**src/rtl/ampm_clock_counter_if.sv**
```systemverilog
// Control and time-of-day bus of the 12-hour clock counter.
// master drives the mode/buttons and reads the time; slave is the counter.
interface ampm_clock_counter_if;
  logic       set_mode;
  logic       inc_hour;
  logic       inc_min;
  logic [3:0] hour;
  logic [5:0] minute;
  logic [5:0] second;
  logic       morning_signal;
  logic       after_signal;
  logic       sec_tick;

  modport master (
    output set_mode, inc_hour, inc_min,
    input  hour, minute, second, morning_signal, after_signal, sec_tick
  );

  modport slave (
    input  set_mode, inc_hour, inc_min,
    output hour, minute, second, morning_signal, after_signal, sec_tick
  );
endinterface

```
**src/rtl/ampm_clock_counter.sv**
```systemverilog
// 12-hour HH:MM:SS counter with AM/PM flags, CLK_HZ prescaler and RUN/SET button setting.
// Every output is registered; button edges apply one cycle after they are sampled.
module ampm_clock_counter #(
  parameter int CLK_HZ = 50_000_000
) (
  input  logic                 clk,
  input  logic                 rst_n,
  ampm_clock_counter_if.slave  bus
);

  localparam int             PW         = $clog2(CLK_HZ);
  localparam logic [PW-1:0]  PRESC_LAST = PW'(CLK_HZ - 1);

  typedef enum logic {ST_RUN = 1'b0, ST_SET = 1'b1} state_t;

  state_t        r_state, w_state_nxt;
  logic [PW-1:0] r_presc, w_presc_nxt;
  logic [3:0]    r_hour,  w_hour_nxt;
  logic [5:0]    r_min,   w_min_nxt;
  logic [5:0]    r_sec,   w_sec_nxt;
  logic          r_pm,    w_pm_nxt;
  logic          r_am;
  logic          r_tick,  w_tick_nxt;
  logic          r_prev_hour, r_prev_min;
  logic          w_hour_edge, w_min_edge, w_hour_step;

  assign w_hour_edge = bus.inc_hour & ~r_prev_hour;
  assign w_min_edge  = bus.inc_min  & ~r_prev_min;

  always_comb begin
    w_state_nxt = ST_RUN;
    if (bus.set_mode) w_state_nxt = ST_SET;
  end

  always_comb begin
    w_presc_nxt = r_presc;
    w_sec_nxt   = r_sec;
    w_min_nxt   = r_min;
    w_hour_nxt  = r_hour;
    w_pm_nxt    = r_pm;
    w_tick_nxt  = 1'b0;
    w_hour_step = 1'b0;
    case (r_state)
      ST_RUN: begin
        if (r_presc == PRESC_LAST) begin
          w_presc_nxt = '0;
          w_tick_nxt  = 1'b1;
          if (r_sec == 6'd59) begin
            w_sec_nxt = 6'd0;
            if (r_min == 6'd59) begin
              w_min_nxt   = 6'd0;
              w_hour_step = 1'b1;
            end else begin
              w_min_nxt = r_min + 6'd1;
            end
          end else begin
            w_sec_nxt = r_sec + 6'd1;
          end
        end else begin
          w_presc_nxt = r_presc + 1'b1;
        end
      end
      ST_SET: begin
        // Setting never carries: minute wraps on its own, seconds stay parked at 0.
        w_presc_nxt = '0;
        w_sec_nxt   = 6'd0;
        if (w_min_edge) w_min_nxt = (r_min == 6'd59) ? 6'd0 : r_min + 6'd1;
        w_hour_step = w_hour_edge;
      end
      default: ;
    endcase
    if (w_hour_step) begin
      w_hour_nxt = (r_hour == 4'd12) ? 4'd1 : r_hour + 4'd1;
      if (r_hour == 4'd11) w_pm_nxt = ~r_pm;
    end
  end

  always_ff @(posedge clk) begin
    if (!rst_n) begin
      r_state     <= ST_RUN;
      r_presc     <= '0;
      r_hour      <= 4'd12;
      r_min       <= 6'd0;
      r_sec       <= 6'd0;
      r_pm        <= 1'b0;
      r_am        <= 1'b1;
      r_tick      <= 1'b0;
      r_prev_hour <= bus.inc_hour;
      r_prev_min  <= bus.inc_min;
    end else begin
      r_state     <= w_state_nxt;
      r_presc     <= w_presc_nxt;
      r_hour      <= w_hour_nxt;
      r_min       <= w_min_nxt;
      r_sec       <= w_sec_nxt;
      r_pm        <= w_pm_nxt;
      r_am        <= ~w_pm_nxt;
      r_tick      <= w_tick_nxt;
      r_prev_hour <= bus.inc_hour;
      r_prev_min  <= bus.inc_min;
    end
  end

  assign bus.hour           = r_hour;
  assign bus.minute         = r_min;
  assign bus.second         = r_sec;
  assign bus.morning_signal = r_am;
  assign bus.after_signal   = r_pm;
  assign bus.sec_tick       = r_tick;

endmodule

```
**src/flat_wrapper.sv**
```systemverilog
// flat-port wrapper written by rule: the top's interface ports become plain ports
module ampm_clock_counter_flat 
#(
  parameter int CLK_HZ = 50_000_000
)
  (clk, rst_n, bus_set_mode, bus_inc_hour, bus_inc_min, bus_hour, bus_minute, bus_second, bus_morning_signal, bus_after_signal, bus_sec_tick);
  ampm_clock_counter_if bus_i ();
  input  logic clk;
  input  logic rst_n;
  input wire logic [$bits(bus_i.set_mode)-1:0] bus_set_mode;
  input wire logic [$bits(bus_i.inc_hour)-1:0] bus_inc_hour;
  input wire logic [$bits(bus_i.inc_min)-1:0] bus_inc_min;
  output wire logic [$bits(bus_i.hour)-1:0] bus_hour;
  output wire logic [$bits(bus_i.minute)-1:0] bus_minute;
  output wire logic [$bits(bus_i.second)-1:0] bus_second;
  output wire logic [$bits(bus_i.morning_signal)-1:0] bus_morning_signal;
  output wire logic [$bits(bus_i.after_signal)-1:0] bus_after_signal;
  output wire logic [$bits(bus_i.sec_tick)-1:0] bus_sec_tick;
  assign bus_i.set_mode = bus_set_mode;
  assign bus_i.inc_hour = bus_inc_hour;
  assign bus_i.inc_min = bus_inc_min;
  assign bus_hour = bus_i.hour;
  assign bus_minute = bus_i.minute;
  assign bus_second = bus_i.second;
  assign bus_morning_signal = bus_i.morning_signal;
  assign bus_after_signal = bus_i.after_signal;
  assign bus_sec_tick = bus_i.sec_tick;
  ampm_clock_counter #(.CLK_HZ(CLK_HZ)) u_core (.clk(clk), .rst_n(rst_n), .bus(bus_i));
endmodule
```
**config.mk**
```make
export PLATFORM = sky130hd
export DESIGN_NAME = ampm_clock_counter_flat
export DESIGN_NICKNAME = d
export VERILOG_FILES = /design/src/rtl/ampm_clock_counter_if.sv /design/src/rtl/ampm_clock_counter.sv /design/src/flat_wrapper.sv
export SDC_FILE = /design/constraint.sdc
export NUM_CORES = 1
export LEC_CHECK = 0
export CORE_AREA = 2 2 97 52
export CTS_BUF_LIST = sky130_fd_sc_hd__clkbuf_4 sky130_fd_sc_hd__clkbuf_8
export CTS_CLUSTER_DIAMETER = 150
export DETAILED_ROUTE_END_ITERATION = 16
export DIE_AREA = 0 0 99 54
export PLACE_DENSITY = 0.77
export SLEW_MARGIN = 5
export SYNTH_ARGS = -nofsm -noshare
export SYNTH_HDL_FRONTEND = slang
export SYNTH_SLANG_ARGS = --single-unit
```
**constraint.sdc**
```tcl
create_clock -name clk -period 2.3 [get_ports clk]
set_input_delay 0.345 -clock clk [delete_from_list [all_inputs] [get_ports clk]]
set_output_delay 0.345 -clock clk [all_outputs]
set_load 0.005 [all_outputs]
```
Yosys cells after proc, flatten, opt, wreduce, memory -nomap -nowiden

Cells that the tools add are included.
Widths: inputs -> output; s select.

Bitwise logic cells: 8
Add/subtract/negate cells: 4
Eq/ne operators: 8
Reductions and logical operators: 2
Muxes and demuxes: 19

Operators with widths:

| cell                  | number |
|---|---|
| $pmux 26 s2           | 1 |
| $mux 6                | 6 |
| $add 26x1->26 const B | 1 |
| $eq 26x26->1 const B  | 1 |
| $mux 26               | 1 |
| $pmux 6 s2            | 2 |
| $add 6x1->6 const B   | 2 |
| $eq 6x6->1 const B    | 2 |
| $eq 4x4->1 const B    | 2 |
| $mux 1                | 7 |
| $not 1->1             | 6 |
| $add 4x1->4 const B   | 1 |
| $mux 4                | 1 |
| $ne 2x1->1 const B    | 2 |
| $reduce_and 3->1      | 1 |
| $and 1x1->1           | 2 |
| $ne 2x2->1 const B    | 1 |
| $pmux 1 s2            | 1 |
| $reduce_or 2->1       | 1 |

Bits of input ports: 5
Logic and storage cells: 51
Output and inout port bits: 19
Register bits: 48

Depth between registers and ports, before layout

Gate-level depths: netlist of run 1.

Depth in word-level cells: 7
Depth in mapped cells: 7
Depth with buffers taken out: 6

Least setup slack after synthesis of run 1

No wires, ideal clock.

Path type: reg-to-reg
Start: register u_core.r_presc[0]
End: register u_core.r_min[5], in the netlist u_core.bus.minute[5]
Path buffers: 0
Setup slack: 0.258 ns
Cell stages (with the launch flop): 7
Required time: 2.242 ns
Period minus slack after synthesis: 2.042 ns
Arrival: 1.984 ns
Library setup time: 0.058 ns
Path through: dfxtp_1 -> ha_1 -> nand4_4 -> or4_4 -> or3_4 -> a21oi_1 -> o221a_2

Cells in the longest elaborated chain, start to end: 3

Ends and longest elaborated chain:

| item                       | line                     | text |
|---|---|---|
| start, declared            | ampm_clock_counter.sv:17 | `logic [PW-1:0] r_presc, w_presc_nxt;` |
| start signal, assigned     | ampm_clock_counter.sv:92 | `r_presc <= w_presc_nxt;` |
| $eq 26x26->1               | ampm_clock_counter.sv:45 | `if (r_presc == PRESC_LAST) begin` |
| $ne 2x1->1 (no line)       | -                        |  |
| $reduce_and 3->1 (no line) | -                        |  |
| end signal, assigned       | ampm_clock_counter.sv:94 | `r_min <= w_min_nxt;` |
| end, declared              | ampm_clock_counter.sv:19 | `logic [5:0] r_min, w_min_nxt;` |

Every way passes these cells.
A chain may end at the register's enable or synchronous reset.

Worst setup path in the final report of run 1

Ends and elaborated chain as after synthesis.

==> results by group, run 1 <==
Min path
  • Min-Delay Path Depth: 1
  • Hold_sp: u_core.r_presc[0]$_SDFF_PP0_
  • HP Class: register to register
  • Hold Path End: u_core.r_presc[0]$_SDFF_PP0_

STA
  • Final Cycle Share: 95.2%
  • Tmin final: 2.19 ns
  • Clock Skews: around 0.01 ns
  • Final Max Tran Viols: 0
  • Final TNS setup: 0 ns
  • Upper clock frequency limit: 457 MHz
  • Final hold vios: 0
  • Worst Max-Slew Pin Slew: between 0.5 and 0.6 ns
  • Slew HR: 64.9%
  • Number of endpoints failing setup at the final stage: 0

Routing
  • Iteration-0 DRC Markers: 170
  • Final antenna-violating net count: 0
  • Mean routed wirelength per cell: 15.0 µm
  • DRT Pass-1 Iters: 4
  • Detail-routed via count per cell: 5.71
  • Via Count: 2,094
  • Final wirelength: 5490 µm
  • Drt drc: 0

Die
  • Die Y: approximately 54 µm
  • Core area: 4620 µm²
  • I/O Pins: 24
  • Die X: roughly 99 µm
  • Num rows: 18
  • DIE AREA: 5350 µm²
  • Starting density of the core: 50.7%

Final layout
  • Post-Layout Inst Area: 2800 µm²
  • Layout cells sized above 1: 10.7%
  • Commonest non-fill, non-tap cell in the layout: dfxtp_1
  • Core Util, Final: roughly 61%
  • NumNets Final: 316
  • Most frequent cells in the layout: dfxtp_1, nor2_1, clkdlybuf4s50_1
  • Synthesis-to-finish area growth: 19.5%
  • Antenna diode count: 0
  • Final std cells w/o fill: 367

GRT
  • Largest net degree at the start of global routing: 26
  • Initial antenna violation count: 0
  • Met2 usage: 26.8%
  • Met1 GRT Util: 35.4%
  • Overall routing resource usage: 21.6%
  • Vias in the first global route: 1,707
  • Busiest grt layer: met1
  • Grt ovf: 0
  • Met3 usage: 5.06%
  • First-pass GRT wire length: 8820 µm

Clock network
  • CTS root buf: clkbuf_8
  • Postcts setup bufs: 0
  • CTS Buf Count: 5
  • CTS tree: built
  • H-Tree Depth: 2
  • Clk sinks: between 40 and 50
  • Worst skew pair latency: 0.30 ns
  • Longest Clk Path Bufs: 2
  • Worst-path clk slew: 0.09 ns
  • Cts repair resizes: 0
  • Post-CTS Hold Fix Bufs: 0

Place
  • Port bufs: 23
  • Placed Cells: 358
  • GP Congestion: between 0.8 and 0.9
  • Area post-placement: ~2700 µm²
  • Post-DP HPWL: 4100 µm

Synthesis
  • Area share of the largest cell type after synthesis: between 40% and 50%
  • Synthesis Warnings: 0
  • Post-Syn Instances: 271
  • Cell taking the most area after synthesis: dfxtp_1
  • Number of synthesized flops with an enable pin: 0
  • Synth unique cells: 49
  • Mapped Area: approximately 2300 µm²
  • Top FF cell, synth: dfxtp_1
  • Leading post-synthesis cells by cell area: dfxtp_1, nor2_1, xor2_1, nand3_1, nand4_1
  • Synth Register Bits: 48
  • Avg Cell Area, Syn: 8.63 µm²
  • Mapped Nets: 281
  • Post-synthesis async set-or-reset flop share: 0%
  • Sequential element share of the synthesized area: 41.1%

Worst setup path
  • R2R depth: 6
  • CP startpoint kind: register
  • Worst setup EP type: register
  • Crit Path Category: register to register
  • Critical R2R Launch: u_core.r_presc[0]$_SDFF_PP0_
  • Data arrival, critical path: about 2.4 ns
  • Crit Path Max Fanout: 5
  • Required @ worst endpoint: 2.55 ns
  • Worst R2R End: u_core.bus.minute[5]$_SDFFE_PN0P_
  • R2R Setup Slk: 0.11 ns

Outcome
  • Status: complete, no violations

Pwr
  • Cell Pwr Density: 528 nW/µm²
  • Peak VDD IR: 0.000332 V
  • Pleak: roughly 1 nW

Flow run
  • MaxCap Viol Count: 0
[cells in the mapped netlist (all sizes together), types with 4 or more instances]
| cell type | count |
|---|---|
| nand3 | 22 |
| o21ai | 10 |
| and3 | 5 |
| nand2 | 20 |
| xnor2 | 9 |
| ha | 5 |
| nor3 | 6 |
| a21oi | 13 |
| xor2 | 15 |
| inv | 11 |
| nor4 | 4 |
| nand4 | 15 |
| dfxtp | 48 |
| o211ai | 4 |
| or3 | 6 |
| nor2 | 36 |
[routing by layer]
metal  vias up  wire, µm
li1       1044         -
met1       984      3020
met2        64      2100
met3         2       359
met4         0        10
met5         -         0
[final cells by class]
type | count | area (µm²)
Tap cell | 60 | 75.1
Sequential cell | 48 | 961
Timing Repair Buffer | 33 | 305
Clock buffer | 8 | 97.6
Multi-Input combinational cell | 206 | 1310
Inverter | 12 | 45.0
Fill cell | 401 | 1820
[state kept, by name, summed over array words and instances, names as in the netlist, named ones only]
signal / flops
u_core.r_prev_min: 1
u_core.bus.second: 6
u_core.bus.hour: 4
u_core.bus.sec_tick: 1
u_core.r_presc: 26
u_core.r_state: 1
u_core.bus.minute: 6
u_core.r_prev_hour: 1
u_core.bus.morning_signal: 1
[how the worst max path moves through the flow]
stage | start | to | cells past startpoint
floorplan | u_core.r_presc[0]$_SDFF_PP0_ | u_core.bus.minute[5]$_SDFFE_PN0P_ | 6
global placement | u_core.r_presc[0]$_SDFF_PP0_ | register | 6
detailed placement | u_core.r_presc[0]$_SDFF_PP0_ | register | 6
CTS | u_core.r_presc[0]$_SDFF_PP0_ | u_core.bus.hour[0]$_SDFFE_PN0P_ | 6
global route | u_core.r_presc[0]$_SDFF_PP0_ | register | 7
finish | u_core.r_presc[0]$_SDFF_PP0_ | u_core.bus.minute[5]$_SDFFE_PN0P_ | 6
[power by group]
part / internal [W] / leakage [nW] / switching (W) / total [W]
clock network: 0.000269 / 0.0523 / 0.000272 / 0.000541
registers: 0.000844 / 0.389 / 0.0000112 / 0.000855
logic: 0.0000379 / 0.548 / 0.0000407 / 0.0000786
[critical path, cell delays in order, from the launching register on]
cell     delay, ns
dfxtp_1       0.36
ha_1          0.26
nand4_4       0.16
or4_4         0.56
or3_4         0.43
a21oi_1       0.19
o221a_2       0.19
[through the flow]
| stage | setup slack, ns | hold WS (ns) | power, W |
|---|---|---|---|
| 3_5_place_dp | 0.0457 | 0.444 | 0.000953 |
| 2_1_floorplan | 0.258 | 0.373 | 0.000913 |
| 6_report | 0.110 | 0.464 | 0.00148 |
| 5_1_grt | -0.0775 | 0.503 | 0.00153 |
| 4_1_cts | 0.0372 | 0.460 | 0.00149 |
| 3_3_place_gp | 0.125 | 0.433 | 0.000951 |
[logic make-up (layout without fill, tap and decap cells)]
| group | count (synthesis) | count (layout) | synth area share [%] |
|---|---|---|---|
| XOR/XNOR | 24 | 24 | 8.98 |
| buffers and inverters | 17 | 53 | 2.83 |
| AO/OA/AOI/OAI | 37 | 37 | 9.95 |
| AND/OR/NAND/NOR | 138 | 138 | 33.6 |
| multiplexers | 2 | 2 | 0.856 |
| flip-flops | 48 | 48 | 41.1 |
| adder cells (fa/ha/maj) | 5 | 5 | 2.67 |
Power figures use the tool's default switching activity.
==> run 2: changes to the inputs <==
- ABC_AREA: unset -> 1
- CORE_AREA: 2 2 97 52 -> 2 2 102 55
- DIE_AREA: 0 0 99 54 -> 0 0 104 57
==> run 2 against run 1 <==
Against the previous run:
- via count increased by 16%
- synthesized cell count increased by 38%
- final cell count is 30% higher
- combinational power fell by 2%
- worst setup slack better by 0.31 ns
- clock skew fell by 0.0048 ns
- largest cell class unchanged
==> results by group, run 2 <==
Routing
  • M1 WL: 3400 µm (+13%)
  • DR WL met2: 2170 µm (+3.4%)
  • Final antenna-violating net count: 0 (unchanged)
  • Detail-routed via count per cell: 5.11 (-10%)
  • Top layer reached by signal wires: met4
  • Drt drc: 0 (unchanged)
  • DRT Pass-1 Iters: 4 (unchanged)
  • Final wirelength: 6260 µm (+14%)
  • WL met3: 634 µm (+77%)
  • Via Count: 2,436 (+16%)
  • Mean routed wirelength per cell: 13.1 µm (-12%)
  • Iteration-0 DRC Markers: 198 (+16%)

Worst setup path
  • Worst setup EP type: register
  • Required @ worst endpoint: 2.50 ns (-0.05 ns)
  • CP startpoint kind: register
  • Worst path max stage delay: 0.39 ns (-0.17 ns)
  • Critical R2R Launch: u_core.r_presc[0]$_SDFF_PP0_
  • Crit-path cells: ha_1, nand2_2, nor2_8, nand2_4, nor2_4, nand2_4, nand3_2, o21ai_1, nand2_1, nor2_1
  • Crit Path Max Fanout: 20 (+15)
  • Worst R2R End: u_core.bus.second[3]$_SDFFE_PN0P_
  • Crit-path slowest cell: dfxtp_1
  • R2R Setup Slk: 0.42 ns (+0.31 ns)
  • Crit Path Category: register to register
  • Data arrival, critical path: 2.08 ns (-0.36 ns)
  • CP most frequent cell: nand2_4
  • R2R depth: 10 (+4)

Place
  • Port bufs: 23 (unchanged)
  • GP Congestion: 0.939 (+13%)
  • Area post-placement: 2940 µm² (+9.4%)
  • Post-DP HPWL: 4830 µm (+18%)
  • Placed Cells: 470 (+31%)

Synthesis
  • Cell taking the most area after synthesis: dfxtp_1
  • Synthesis Warnings: 0 (unchanged)
  • Mapped Nets: 383 (+36%)
  • Leading post-synthesis cells by cell area: dfxtp_1, nand2_1, nand3_1, nor2_1, inv_1
  • Synth unique cells: 31 (-37%)
  • Mux contribution to synthesized area: 0% (-0.86 points)
  • Post-Synth Adder-Cell Area: 2.40% (-0.28 points)
  • Post-synthesis simple-gate area fraction: 42.5% (+8.9 points)
  • Post-synth top cells: nand2_1, nor2_1, dfxtp_1
  • Sequential element share of the synthesized area: 36.8% (-4.3 points)
  • Avg Cell Area, Syn: 7.00 µm² (-19%)
  • Post-synthesis async set-or-reset flop share: 0% (unchanged)
  • Synth Register Bits: 48 (unchanged)
  • Number of synthesized flops with an enable pin: 0 (unchanged)
  • Area share of the largest cell type after synthesis: 36.8% (-4.3 points)
  • Post-Syn Instances: 373 (+38%)
  • Top FF cell, synth: dfxtp_1
  • Largest family of logic cells by synthesized area: simple AND/OR/NAND/NOR gates
  • Mapped Area: 2610 µm² (+12%)
  • Synth Area in Compound Gates: 5.65% (-4.3 points)
  • Most frequent cell after synthesis: nand2_1
  • Synth Area in XOR/XNOR: 5.03% (-4.0 points)

STA
  • Tmin final: 1.88 ns (-0.310 ns)
  • RSZ-0062 raised after global routing: no
  • Slew HR: 70.0% (+5.1 points)
  • Final hold vios: 0 (unchanged)
  • Upper clock frequency limit: 532 MHz (+16%)
  • Worst Max-Slew Pin Slew: 0.449 ns (-0.0722 ns)
  • Number of endpoints failing setup at the final stage: 0 (unchanged)
  • Final Max Tran Viols: 0 (unchanged)
  • Final Cycle Share: 81.7% (-13 points)
  • Final TNS setup: 0 ns (unchanged)
  • Clock Skews: 0.00500 ns (-0.00476 ns)

Die
  • Num rows: 19 (+1)
  • I/O Pins: 24 (unchanged)
  • Starting density of the core: 50.9% (+0.18 points)
  • Die Y: 57 µm (+5.6%)
  • DIE AREA: 5930 µm² (+11%)
  • Core area: 5130 µm² (+11%)
  • Die X: 104 µm (+5.1%)

Clock network
  • Worst-path clk slew: 0.08 ns (about the same)
  • Postcts setup bufs: 0 (unchanged)
  • H-Tree Depth: 2 (unchanged)
  • CTS root buf: clkbuf_8
  • Cts repair resizes: 0 (unchanged)
  • Post-CTS Hold Fix Bufs: 0 (unchanged)
  • Longest Clk Path Bufs: 2 (unchanged)
  • Clk sinks: 48 (unchanged)
  • CTS tree: built
  • Worst skew pair latency: 0.30 ns (about the same)
  • CTS Buf Count: 5 (unchanged)

Final layout
  • Most frequent cells in the layout: nand2_1, nor2_1, dfxtp_1
  • Reg with most FFs: u_core.r_presc
  • Commonest non-fill, non-tap cell in the layout: nand2_1
  • Fill cells: 481 (+20%)
  • Post-Layout Inst Area: 3030 µm² (+8.2%)
  • Final std cells w/o fill: 477 (+30%)
  • Largest register FFs: 26 (unchanged)
  • NumNets Final: 414 (+31%)
  • Layout cells sized above 1: 10.4% (-0.35 points)
  • Antenna diode count: 0 (unchanged)
  • Core Util, Final: 58.9% (-1.7 points)
  • Synthesis-to-finish area growth: 15.9%

GRT
  • Largest net degree at the start of global routing: 21 (-19%)
  • Overall routing resource usage: 22.3% (+0.75 points)
  • Initial antenna violation count: 0 (unchanged)
  • Vias in the first global route: 2,095 (+23%)
  • First-pass GRT wire length: 10,400 µm (+18%)
  • Grt ovf: 0 (unchanged)

Min path
  • Hold Path End: u_core.r_presc[0]$_SDFF_PP0_
  • Min-Delay Path Depth: 1 (unchanged)
  • Hold_sp: u_core.r_presc[0]$_SDFF_PP0_
  • HP Class: register to register

Flow run
  • MaxCap Viol Count: 0 (unchanged)

Pwr
  • Peak VDD IR: 0.000333 V (about the same)
  • Pleak: 1.20 nW (+22%)
  • Tot Pwr: 0.00141 W (-4.1%)
  • Cell Pwr Density: 468 nW/µm² (-11%)

Outcome
  • Status: complete, no violations
[run 2: layout make-up]
class	instances	area (µm²)	share of cell area [%]
Tap cell	73	91.3	3.02
Inverter	48	180	5.96
Timing Repair Buffer	27	260	8.60
Clock inverter	1	5.00	0.165
Clock buffer	6	76.3	2.52
Sequential cell	48	961	31.8
Multi-Input combinational cell	274	1450	48.0
[run 2: critical path: cells and delay by family, from the launching register on]
kind / cells / cell delay (ns)
compound gates: 1 / 0.15
flops: 1 / 0.39
simple gates: 8 / 1.03
fa+ha+maj: 1 / 0.20
[run 2: cell families (layout without fill, tap and decap cells)]
logic type / count (synthesis) / after routing
simple gates: 225 / 225
xor+xnor: 15 / 15
buf+inv: 51 / 82
compound gates: 29 / 29
flops: 48 / 48
fa+ha+maj: 5 / 5
[run 2: worst max-delay path by stage]
stage                            startpoint                           endpoint  slack [ns]  cells past startpoint
2_1_floorplan  u_core.r_presc[0]$_SDFF_PP0_      u_core.r_presc[15]$_SDFF_PP0_        0.80                      9
4_1_cts        u_core.r_presc[0]$_SDFF_PP0_  u_core.bus.second[3]$_SDFFE_PN0P_        0.42                     10
6_report       u_core.r_presc[0]$_SDFF_PP0_  u_core.bus.second[3]$_SDFFE_PN0P_        0.42                     10
3_5_place_dp   u_core.r_presc[0]$_SDFF_PP0_  u_core.bus.second[3]$_SDFFE_PN0P_        0.44                     10
5_1_grt        u_core.r_presc[0]$_SDFF_PP0_  u_core.bus.second[3]$_SDFFE_PN0P_        0.25                     10
3_3_place_gp   u_core.r_presc[0]$_SDFF_PP0_  u_core.bus.second[3]$_SDFFE_PN0P_        0.51                     10
[run 2: metrics by stage]
| stage | hold WS, ns | setup slack [ns] |
|---|---|---|
| floorplan | 0.373 | 0.800 |
| global placement | 0.445 | 0.512 |
| detailed placement | 0.459 | 0.444 |
| CTS | 0.474 | 0.419 |
| global route | 0.496 | 0.247 |
| finish | 0.471 | 0.420 |
[run 2: per-layer routing]
layer  track usage, %  vias up
met1             36.7     1086
met2             26.8       87
met5                0        -
met3             7.20        7
li1                 -     1256
met4             5.21        0
[run 2: report_power, final]
group	switching [W]	internal, W	total (W)
Clock	0.000268	0.000219	0.000487
Sequential	0.00000934	0.000840	0.000850
Combinational	0.0000445	0.0000329	0.0000774
